File: src/rtl/uart_pkg.sv
// Shared UART definitions: parity selection constants and the frame FSM encoding,
// common to the transmitter and the future receiver.
package uart_pkg;

    localparam int PARITY_NONE = 0;
    localparam int PARITY_ODD  = 1;
    localparam int PARITY_EVEN = 2;

    typedef enum logic [2:0] {
        ST_IDLE,
        ST_START,
        ST_DATA,
        ST_PARITY,
        ST_STOP
    } uart_state_e;

endpackage

File: src/rtl/uart_tx_cfg_if.sv
// Valid/ready word handshake between a byte source and the UART transmitter.
interface uart_tx_cfg_if #(
    parameter int DATA_BITS = 8
);
    logic [DATA_BITS-1:0] tx_data_i;
    logic                 tx_valid_i;
    logic                 tx_ready_o;

    modport master (output tx_data_i, output tx_valid_i, input tx_ready_o);
    modport slave  (input tx_data_i, input tx_valid_i, output tx_ready_o);
endinterface

File: src/rtl/uart_baud_gen.sv
// Enable-gated bit-period counter; bit_tick_o marks the last clock of each bit time.
module uart_baud_gen #(
    parameter int BAUD_DIV = 868
) (
    input  logic clk_i,
    input  logic rst_n,
    input  logic en_i,
    input  logic clr_i,
    output logic bit_tick_o
);
    localparam int            CW       = (BAUD_DIV > 1) ? $clog2(BAUD_DIV) : 1;
    localparam logic [CW-1:0] CNT_LAST = CW'(BAUD_DIV - 1);

    logic [CW-1:0] cnt_q, cnt_d;

    always_comb begin
        cnt_d = cnt_q;
        if (!en_i || clr_i || (cnt_q == CNT_LAST)) begin
            cnt_d = '0;
        end else begin
            cnt_d = cnt_q + 1'b1;
        end
    end

    always_ff @(posedge clk_i) begin
        if (!rst_n) begin
            cnt_q <= '0;
        end else begin
            cnt_q <= cnt_d;
        end
    end

    assign bit_tick_o = en_i && (cnt_q == CNT_LAST);
endmodule

File: src/rtl/uart_tx_cfg.sv
// Parametrised UART transmitter: START, DATA (LSB first), optional PARITY, STOP.
// Accepting a word in the last stop cycle chains the next frame with no idle gap.
module uart_tx_cfg
    import uart_pkg::*;
#(
    parameter int BAUD_DIV  = 868,
    parameter int DATA_BITS = 8,
    parameter int PARITY    = PARITY_NONE,
    parameter int STOP_BITS = 1
) (
    input  logic          clk_i,
    input  logic          rst_n,
    uart_tx_cfg_if.slave  tx_if,
    output logic          uart_tx_o,
    output logic          uart_tx_busy,
    output logic          tx_done_o
);
    if (BAUD_DIV < 2) begin : g_bad_baud
        $error("uart_tx_cfg: BAUD_DIV must be >= 2");
    end
    if ((DATA_BITS < 5) || (DATA_BITS > 9)) begin : g_bad_data
        $error("uart_tx_cfg: DATA_BITS must be 5..9");
    end
    if ((PARITY < PARITY_NONE) || (PARITY > PARITY_EVEN)) begin : g_bad_parity
        $error("uart_tx_cfg: PARITY must be 0, 1 or 2");
    end
    if ((STOP_BITS < 1) || (STOP_BITS > 2)) begin : g_bad_stop
        $error("uart_tx_cfg: STOP_BITS must be 1 or 2");
    end

    localparam int            BW        = $clog2(DATA_BITS + 1);
    localparam logic [BW-1:0] BIT_LAST  = BW'(DATA_BITS - 1);
    localparam logic          STOP_LAST = (STOP_BITS == 2);

    uart_state_e          state_q, state_d;
    logic [BW-1:0]        bit_cnt_q, bit_cnt_d;
    logic                 stop_cnt_q, stop_cnt_d;
    logic [DATA_BITS-1:0] shreg_q, shreg_d;
    logic                 par_q, par_d;
    logic                 line_q, line_d;
    logic                 bit_tick;
    logic                 last_cycle;
    logic                 accept;

    uart_baud_gen #(.BAUD_DIV(BAUD_DIV)) u_baud_gen (
        .clk_i      (clk_i),
        .rst_n      (rst_n),
        .en_i       (state_q != ST_IDLE),
        .clr_i      (accept),
        .bit_tick_o (bit_tick)
    );

    assign last_cycle       = (state_q == ST_STOP) && (stop_cnt_q == STOP_LAST) && bit_tick;
    assign tx_if.tx_ready_o = (state_q == ST_IDLE) || last_cycle;
    assign accept           = tx_if.tx_valid_i && tx_if.tx_ready_o;

    always_comb begin
        state_d    = state_q;
        bit_cnt_d  = bit_cnt_q;
        stop_cnt_d = stop_cnt_q;
        shreg_d    = shreg_q;
        par_d      = par_q;
        line_d     = 1'b1;

        case (state_q)
            ST_IDLE: ;
            ST_START: begin
                if (bit_tick) begin
                    state_d   = ST_DATA;
                    bit_cnt_d = '0;
                end
            end
            ST_DATA: begin
                if (bit_tick) begin
                    if (bit_cnt_q == BIT_LAST) begin
                        state_d    = (PARITY != PARITY_NONE) ? ST_PARITY : ST_STOP;
                        stop_cnt_d = 1'b0;
                    end else begin
                        bit_cnt_d = bit_cnt_q + 1'b1;
                        shreg_d   = shreg_q >> 1;
                    end
                end
            end
            ST_PARITY: begin
                if (bit_tick) begin
                    state_d    = ST_STOP;
                    stop_cnt_d = 1'b0;
                end
            end
            ST_STOP: begin
                if (last_cycle) begin
                    state_d = ST_IDLE;
                end else if (bit_tick) begin
                    stop_cnt_d = 1'b1;
                end
            end
            default: state_d = ST_IDLE;
        endcase

        // An accept overrides both the IDLE hold and the end-of-frame return to IDLE.
        if (accept) begin
            state_d    = ST_START;
            shreg_d    = tx_if.tx_data_i;
            par_d      = (PARITY == PARITY_ODD) ? ~^tx_if.tx_data_i : ^tx_if.tx_data_i;
            bit_cnt_d  = '0;
            stop_cnt_d = 1'b0;
        end

        case (state_d)
            ST_START:  line_d = 1'b0;
            ST_DATA:   line_d = shreg_d[0];
            ST_PARITY: line_d = par_d;
            default:   line_d = 1'b1;
        endcase
    end

    always_ff @(posedge clk_i) begin
        if (!rst_n) begin
            state_q    <= ST_IDLE;
            bit_cnt_q  <= '0;
            stop_cnt_q <= 1'b0;
            shreg_q    <= '0;
            par_q      <= 1'b0;
            line_q     <= 1'b1;
        end else begin
            state_q    <= state_d;
            bit_cnt_q  <= bit_cnt_d;
            stop_cnt_q <= stop_cnt_d;
            shreg_q    <= shreg_d;
            par_q      <= par_d;
            line_q     <= line_d;
        end
    end

    assign uart_tx_o    = line_q;
    assign uart_tx_busy = (state_q != ST_IDLE);
    assign tx_done_o    = last_cycle;
endmodule

File: src/flat_wrapper.sv
// flat-port wrapper written by rule: the top's interface ports become plain ports
module uart_tx_cfg_flat import uart_pkg::*;
#(
    parameter int BAUD_DIV  = 868,
    parameter int DATA_BITS = 8,
    parameter int PARITY    = PARITY_NONE,
    parameter int STOP_BITS = 1
)
  (clk_i, rst_n, uart_tx_o, uart_tx_busy, tx_done_o, tx_if_tx_data_i, tx_if_tx_valid_i, tx_if_tx_ready_o);
  uart_tx_cfg_if #(.DATA_BITS(DATA_BITS)) tx_if_i ();
  input  logic clk_i;
  input  logic rst_n;
  output logic uart_tx_o;
  output logic uart_tx_busy;
  output logic tx_done_o;
  input wire logic [$bits(tx_if_i.tx_data_i)-1:0] tx_if_tx_data_i;
  input wire logic [$bits(tx_if_i.tx_valid_i)-1:0] tx_if_tx_valid_i;
  output wire logic [$bits(tx_if_i.tx_ready_o)-1:0] tx_if_tx_ready_o;
  assign tx_if_i.tx_data_i = tx_if_tx_data_i;
  assign tx_if_i.tx_valid_i = tx_if_tx_valid_i;
  assign tx_if_tx_ready_o = tx_if_i.tx_ready_o;
  uart_tx_cfg #(.BAUD_DIV(BAUD_DIV), .DATA_BITS(DATA_BITS), .PARITY(PARITY), .STOP_BITS(STOP_BITS)) u_core (.clk_i(clk_i), .rst_n(rst_n), .tx_if(tx_if_i), .uart_tx_o(uart_tx_o), .uart_tx_busy(uart_tx_busy), .tx_done_o(tx_done_o));
endmodule
File: config.mk
export PLATFORM = sky130hd
export DESIGN_NAME = uart_tx_cfg_flat
export DESIGN_NICKNAME = d
export VERILOG_FILES = /design/src/rtl/uart_pkg.sv /design/src/rtl/uart_tx_cfg_if.sv /design/src/rtl/uart_baud_gen.sv /design/src/rtl/uart_tx_cfg.sv /design/src/flat_wrapper.sv
export SDC_FILE = /design/constraint.sdc
export NUM_CORES = 1
export LEC_CHECK = 0
export CORE_AREA = 8 8 58 60
export CTS_CLUSTER_DIAMETER = 100
export DETAILED_ROUTE_END_ITERATION = 7
export DIE_AREA = 0 0 66 68
export DONT_BUFFER_PORTS = 1
export GPL_ROUTABILITY_DRIVEN = 1
export HOLD_SLACK_MARGIN = 0.1
export PLACE_DENSITY = 0.79
export SKIP_LAST_GASP = 1
export SLEW_MARGIN = 20
export SYNTH_ARGS = -nofsm -noshare
export SYNTH_HDL_FRONTEND = slang
export SYNTH_SLANG_ARGS = --single-unit
File: constraint.sdc
create_clock -name clk_i -period 2.38 [get_ports clk_i]
set_clock_uncertainty 0.15 [all_clocks]
set_input_delay 0.476 -clock clk_i [delete_from_list [all_inputs] [get_ports clk_i]]
set_output_delay 0.476 -clock clk_i [all_outputs]
set_load 0.02 [all_outputs]
# Word-level counts from Yosys, hierarchy flattened
# Cells that the tools add are included.
# totals
word_cells,72
inputBits,11
output_inout_bits,4
ff_bits,28
# op_classes
n_reduce_logical,20
addsub,2
n_mux,23
bitwise,2
eq_ne,17
# op_table
operator,n
8-bit two-way mux,4
3-bit two-way mux,6
3-bit one-hot mux with 5 select lines,1
"3-bit by 2-bit == test with 1-bit output, second input constant",4
4-bit two-way mux,3
"10-bit by 1-bit adder with 10-bit output, second input constant",1
"10-bit == test, second input constant",1
"2-bit by 1-bit != test with 1-bit output, second input constant",5
4-bit one-hot mux with 2 select lines,1
8-bit parity,1
"3-bit by 1-bit == test with 1-bit output, second input constant",2
1-bit two-way mux,6
"2-bit != test, second input constant",3
1-bit one-hot mux with 3 select lines,2
6-bit AND reduction,1
2-bit nonzero test,3
3-bit nonzero test,2
"4-bit by 1-bit adder with 4-bit output, second input constant",1
"4-bit by 3-bit == test with 1-bit output, second input constant",1
1-bit logical AND,4
4-bit AND reduction,1
2-bit OR reduction,2
"3-bit == test, second input constant",1
3-bit zero test,1
other kinds (4),7

# Logic depth before layout (Yosys ltp)
# logic_depth
depth_word,8
depth_mapped,7
mapped_depth_nobuf,6

# Hierarchy
# From an unflattened synthesis, not the netlist that was laid out.
# unflattened
hier_cells,159
area_unflattened_um2,1502.7
# by_module_without_submodules
mod,instances,area_per_inst_um2,seq_area_each_um2,cells_each
uart_tx_cfg,1,989.7,360.3,104
uart_baud_gen,1,513.0,200.2,55

# Worst setup path after synthesis
# No wires, ideal clock.
# synth_path
path_kind,flip-flop to output port
from,register u_core.u_baud_gen.cnt_q[0]
to,output tx_done_o
n_path_buf,1
path_stages_with_launch,6
slack_ns,-0.054
t_required_ns,1.754
t_arrival_ns,1.808
path_cell_list,dfxtp_1 > ha_1 > nand4b_2 > or3_4 > buf_6 > nor3_1
# synth_via
elab_chain_cells,3
# synth_rtl
element,line,text
start: declaration,uart_baud_gen.sv:14,"logic [CW-1:0] cnt_q, cnt_d;"
start signal: assignment,uart_baud_gen.sv:29,cnt_q <= cnt_d;
10-bit == test,uart_baud_gen.sv:33,assign bit_tick_o = en_i && (cnt_q == CNT_LAST);
1-bit logical AND,uart_baud_gen.sv:33,
1-bit logical AND,uart_tx_cfg.sv:53,assign last_cycle = (state_q == ST_STOP) && (stop_cnt_q == STOP_LAST) && bit_tick;
end: declaration,flat_wrapper.sv:15,output logic tx_done_o;
# No other way between the ends.

# Worst setup path in the final report
# layout_path
from,register u_core.u_baud_gen.cnt_q[3]
to,output tx_done_o
# Same word-level chain as after synthesis.

==> reports/results.ini <==
[synth]
gate_count_after_technology_mapping = 157
yosysWarnings = 0
synth_top_area_share = 0.392
post_synth_instance_area_sq_um = 1430
postSynth.asyncResetShare = 0
distinct_cell_type_count_after_synthesis = 43
synth_top_cell_by_area = dfxtp_1
synthMostInstantiatedCell = dfxtp_1
postSynthAreaPerCell_sq_um = 9.12
top_flip_flop_cell_by_instance_count_after_synthesis = dfxtp_1
post_synth_main_area_contributors = dfxtp_1 39%, xnor2_1 5.5%, nor2_1 5.2%
syn-num-nets = 170
synth_seq_cells = 28
synth.cells.most_frequent = 28 x dfxtp_1, 20 x nor2_1, 13 x nand2_1
synth_enable_flop_cells = 0
synth.yosys.seq_area_share = 0.392

[timing]
maxSlewViolCount = 0
finalCriticalPeriod_ps = 2300
maxClockFrequency_mhz = 434
tightestPinTransition_ps = 378
fin_tns_setup_ps = 0
hold_violations = 0
finalCritPeriodShare = 0.968
timing.final.setup_violations = 0
timing.slew.headroom = 0.748

[detailed_routing]
drc_errors = 0
vias = 1185
drtPass1Iterations = 4
detail-route-antenna-nets = 0
via_per_inst = 5.95
totalWireLength_um = 2900
initialDrtViolationCount = 73
routedWlPerCell_um = 14.6

[cts]
clk-insertion-delay-late_ps = 320
worst_setup_hold_path_clk_slew_ps = 150
cts.root.buffer_cell = clkbuf_4
tritoncts = done
clock_tree.htree_level_count = 1
cts_max_path_buffers = 2
cts_buffers = 3
numClockSinks = 28

[global_route]
number_of_global_route_vias_before_repair = 1134
grt_util_all_layers = 0.140
global_route.overflow_total = 0
grt_pass1_wl_um = 5070
maximum_number_of_pins_on_one_net_before_global_route_repair = 17
grt_antenna_before_repair = 0

[power]
cellPowerDensity_nw_per_um2 = 515
total_power_uw = 809
total_leakage_power_uw = 0.000627
irDropWorstVdd_mv = 0.392

[placed_design]
hpwl_um = 2210
io_buffer_count = 0
post_place_instance_area_sq_um = 1490
global_placer_s_final_weighted_congestion = 0.845

[critical_path]
worst-endpoint-required_ps = 1750
path_max_fanout = 3
critPathSlowestCell = or3_4
worstPathArrival_ps = 1680
cp_slowest_stage_delay_ps = 390
path_cells = or3_4, or3_4, nor3_2, buf_4
timing.setup.critical_path_class = reg2out
crit_path_start_kind = register
crit_top_cell = or3_4
critPathCaptureType = primary output

[status]
outcome = complete, no violations

[floorplan]
die_y_um = 68
die_w_um = 66
die_area_sq_um = 4490
design.portCount = 15
core-area_sq_um = 2570
core.rowCount = 19
start_util = 0.558

[layout]
drive_above_1_share = 0.173
areaGrowthSynthToFinish_pct = 9.79
final_cell_area_sq_um = 1570
finish.net_count = 182
antenna_cell_count = 0

[worst_hold_path]
worstHoldPathType = in2reg

[job]
max-cap-violations = 0

[where the power goes]
part	total (uW)	switching (uW)	internal, uW
logic	82.1	45.6	36.5
clock network	228	134	93.6
registers	500	13.3	486
[layer usage]
metal	part of all wire	GRT usage	wire, um	vias up
met4	0.020	0.0587	58	0
met2	0.45	0.233	1290	33
li1	-	-	-	589
met5	0	0	0	-
met3	0.078	0.0376	225	6
met1	0.46	0.169	1320	557
[logic make-up (layout without fill, tap and decap cells)]
family                   count (synthesis)  after routing  synth area share
AND/OR/NAND/NOR                         74             74             0.314
AO/OA/AOI/OAI                           31             31             0.158
flip-flops                              28             28             0.392
XOR/XNOR                                16             16            0.0979
buffers and inverters                    6             17            0.0210
adder cells (fa/ha/maj)                  2              2            0.0175
[per-stage QoR]
stage                     setup WS (ps)  instances  utilization  hold slack, ps
after floorplan                     124        157            -             276
after global placement              299        190        0.580             291
after detailed placement            264        190        0.580             308
after CTS                         -25.6        195        0.598             111
after global routing              -26.9        199        0.612             109
final                              76.0        199        0.612             114
[worst paths after layout]
check / from / to / slack (ps) / cells past startpoint
worst min-delay path: rst_n / u_core.state_q[2]$_SDFF_PN0_ / 110 / 1
worst max register to register: u_core.u_baud_gen.cnt_q[3]$_SDFF_PP0_ / u_core.uart_tx_o$_SDFF_PN1_ / 200 / 6
worst min register to register: u_core.u_baud_gen.cnt_q[0]$_SDFF_PP0_ / u_core.u_baud_gen.cnt_q[0]$_SDFF_PP0_ / 290 / 1
worst max-delay path: u_core.u_baud_gen.cnt_q[3]$_SDFF_PP0_ / tx_done_o / 80 / 4
[worst max-delay path, delay by kind of cell, from the launching register on]
kind | cells | cell delay, ps
and+or+nand+nor | 3 | 850
DFF | 1 | 360
buffers and inverters | 1 | 160
[cell usage in the layout, fill, tap and decap left out, drive strengths merged, types with 3 or more instances in the layout]
| master | n |
|---|---|
| a21oi | 4 |
| a311oi | 8 |
| and3 | 4 |
| buf | 8 |
| clkbuf | 4 |
| dfxtp | 28 |
| inv | 3 |
| nand2 | 14 |
| nand2b | 4 |
| nand3 | 9 |
| nand3b | 3 |
| nand4 | 3 |
| nor2 | 21 |
| o21ai | 9 |
| xnor2 | 9 |
| xor2 | 7 |
[sequential cells by signal (all words and copies together), names as in the netlist]
signal                   flops
u_core.par_q                 1
u_core.state_q               3
u_core.uart_tx_o             1
u_core.u_baud_gen.cnt_q     10
u_core.bit_cnt_q             4
u_core.shreg_q               8
u_core.stop_cnt_q            1
[cell type report]
type | count | area, sq um
fillers | 229 | 996
multi-input cells | 123 | 847
flip-flops and latches | 28 | 564
repair buffers | 9 | 70.1
well taps | 31 | 38.8
clock buffers | 4 | 36.3
inverters | 4 | 15.0
[what timing repair did]
item,4_1_cts,5_1_grt
endpoints found under the hold margin,0,1
endpoints found under the setup margin,2,2
hold buffers,0,1
setup buffers,1,3
pin swaps,3,4
resized for setup,1,3
(Power assumes the default switching activity.)
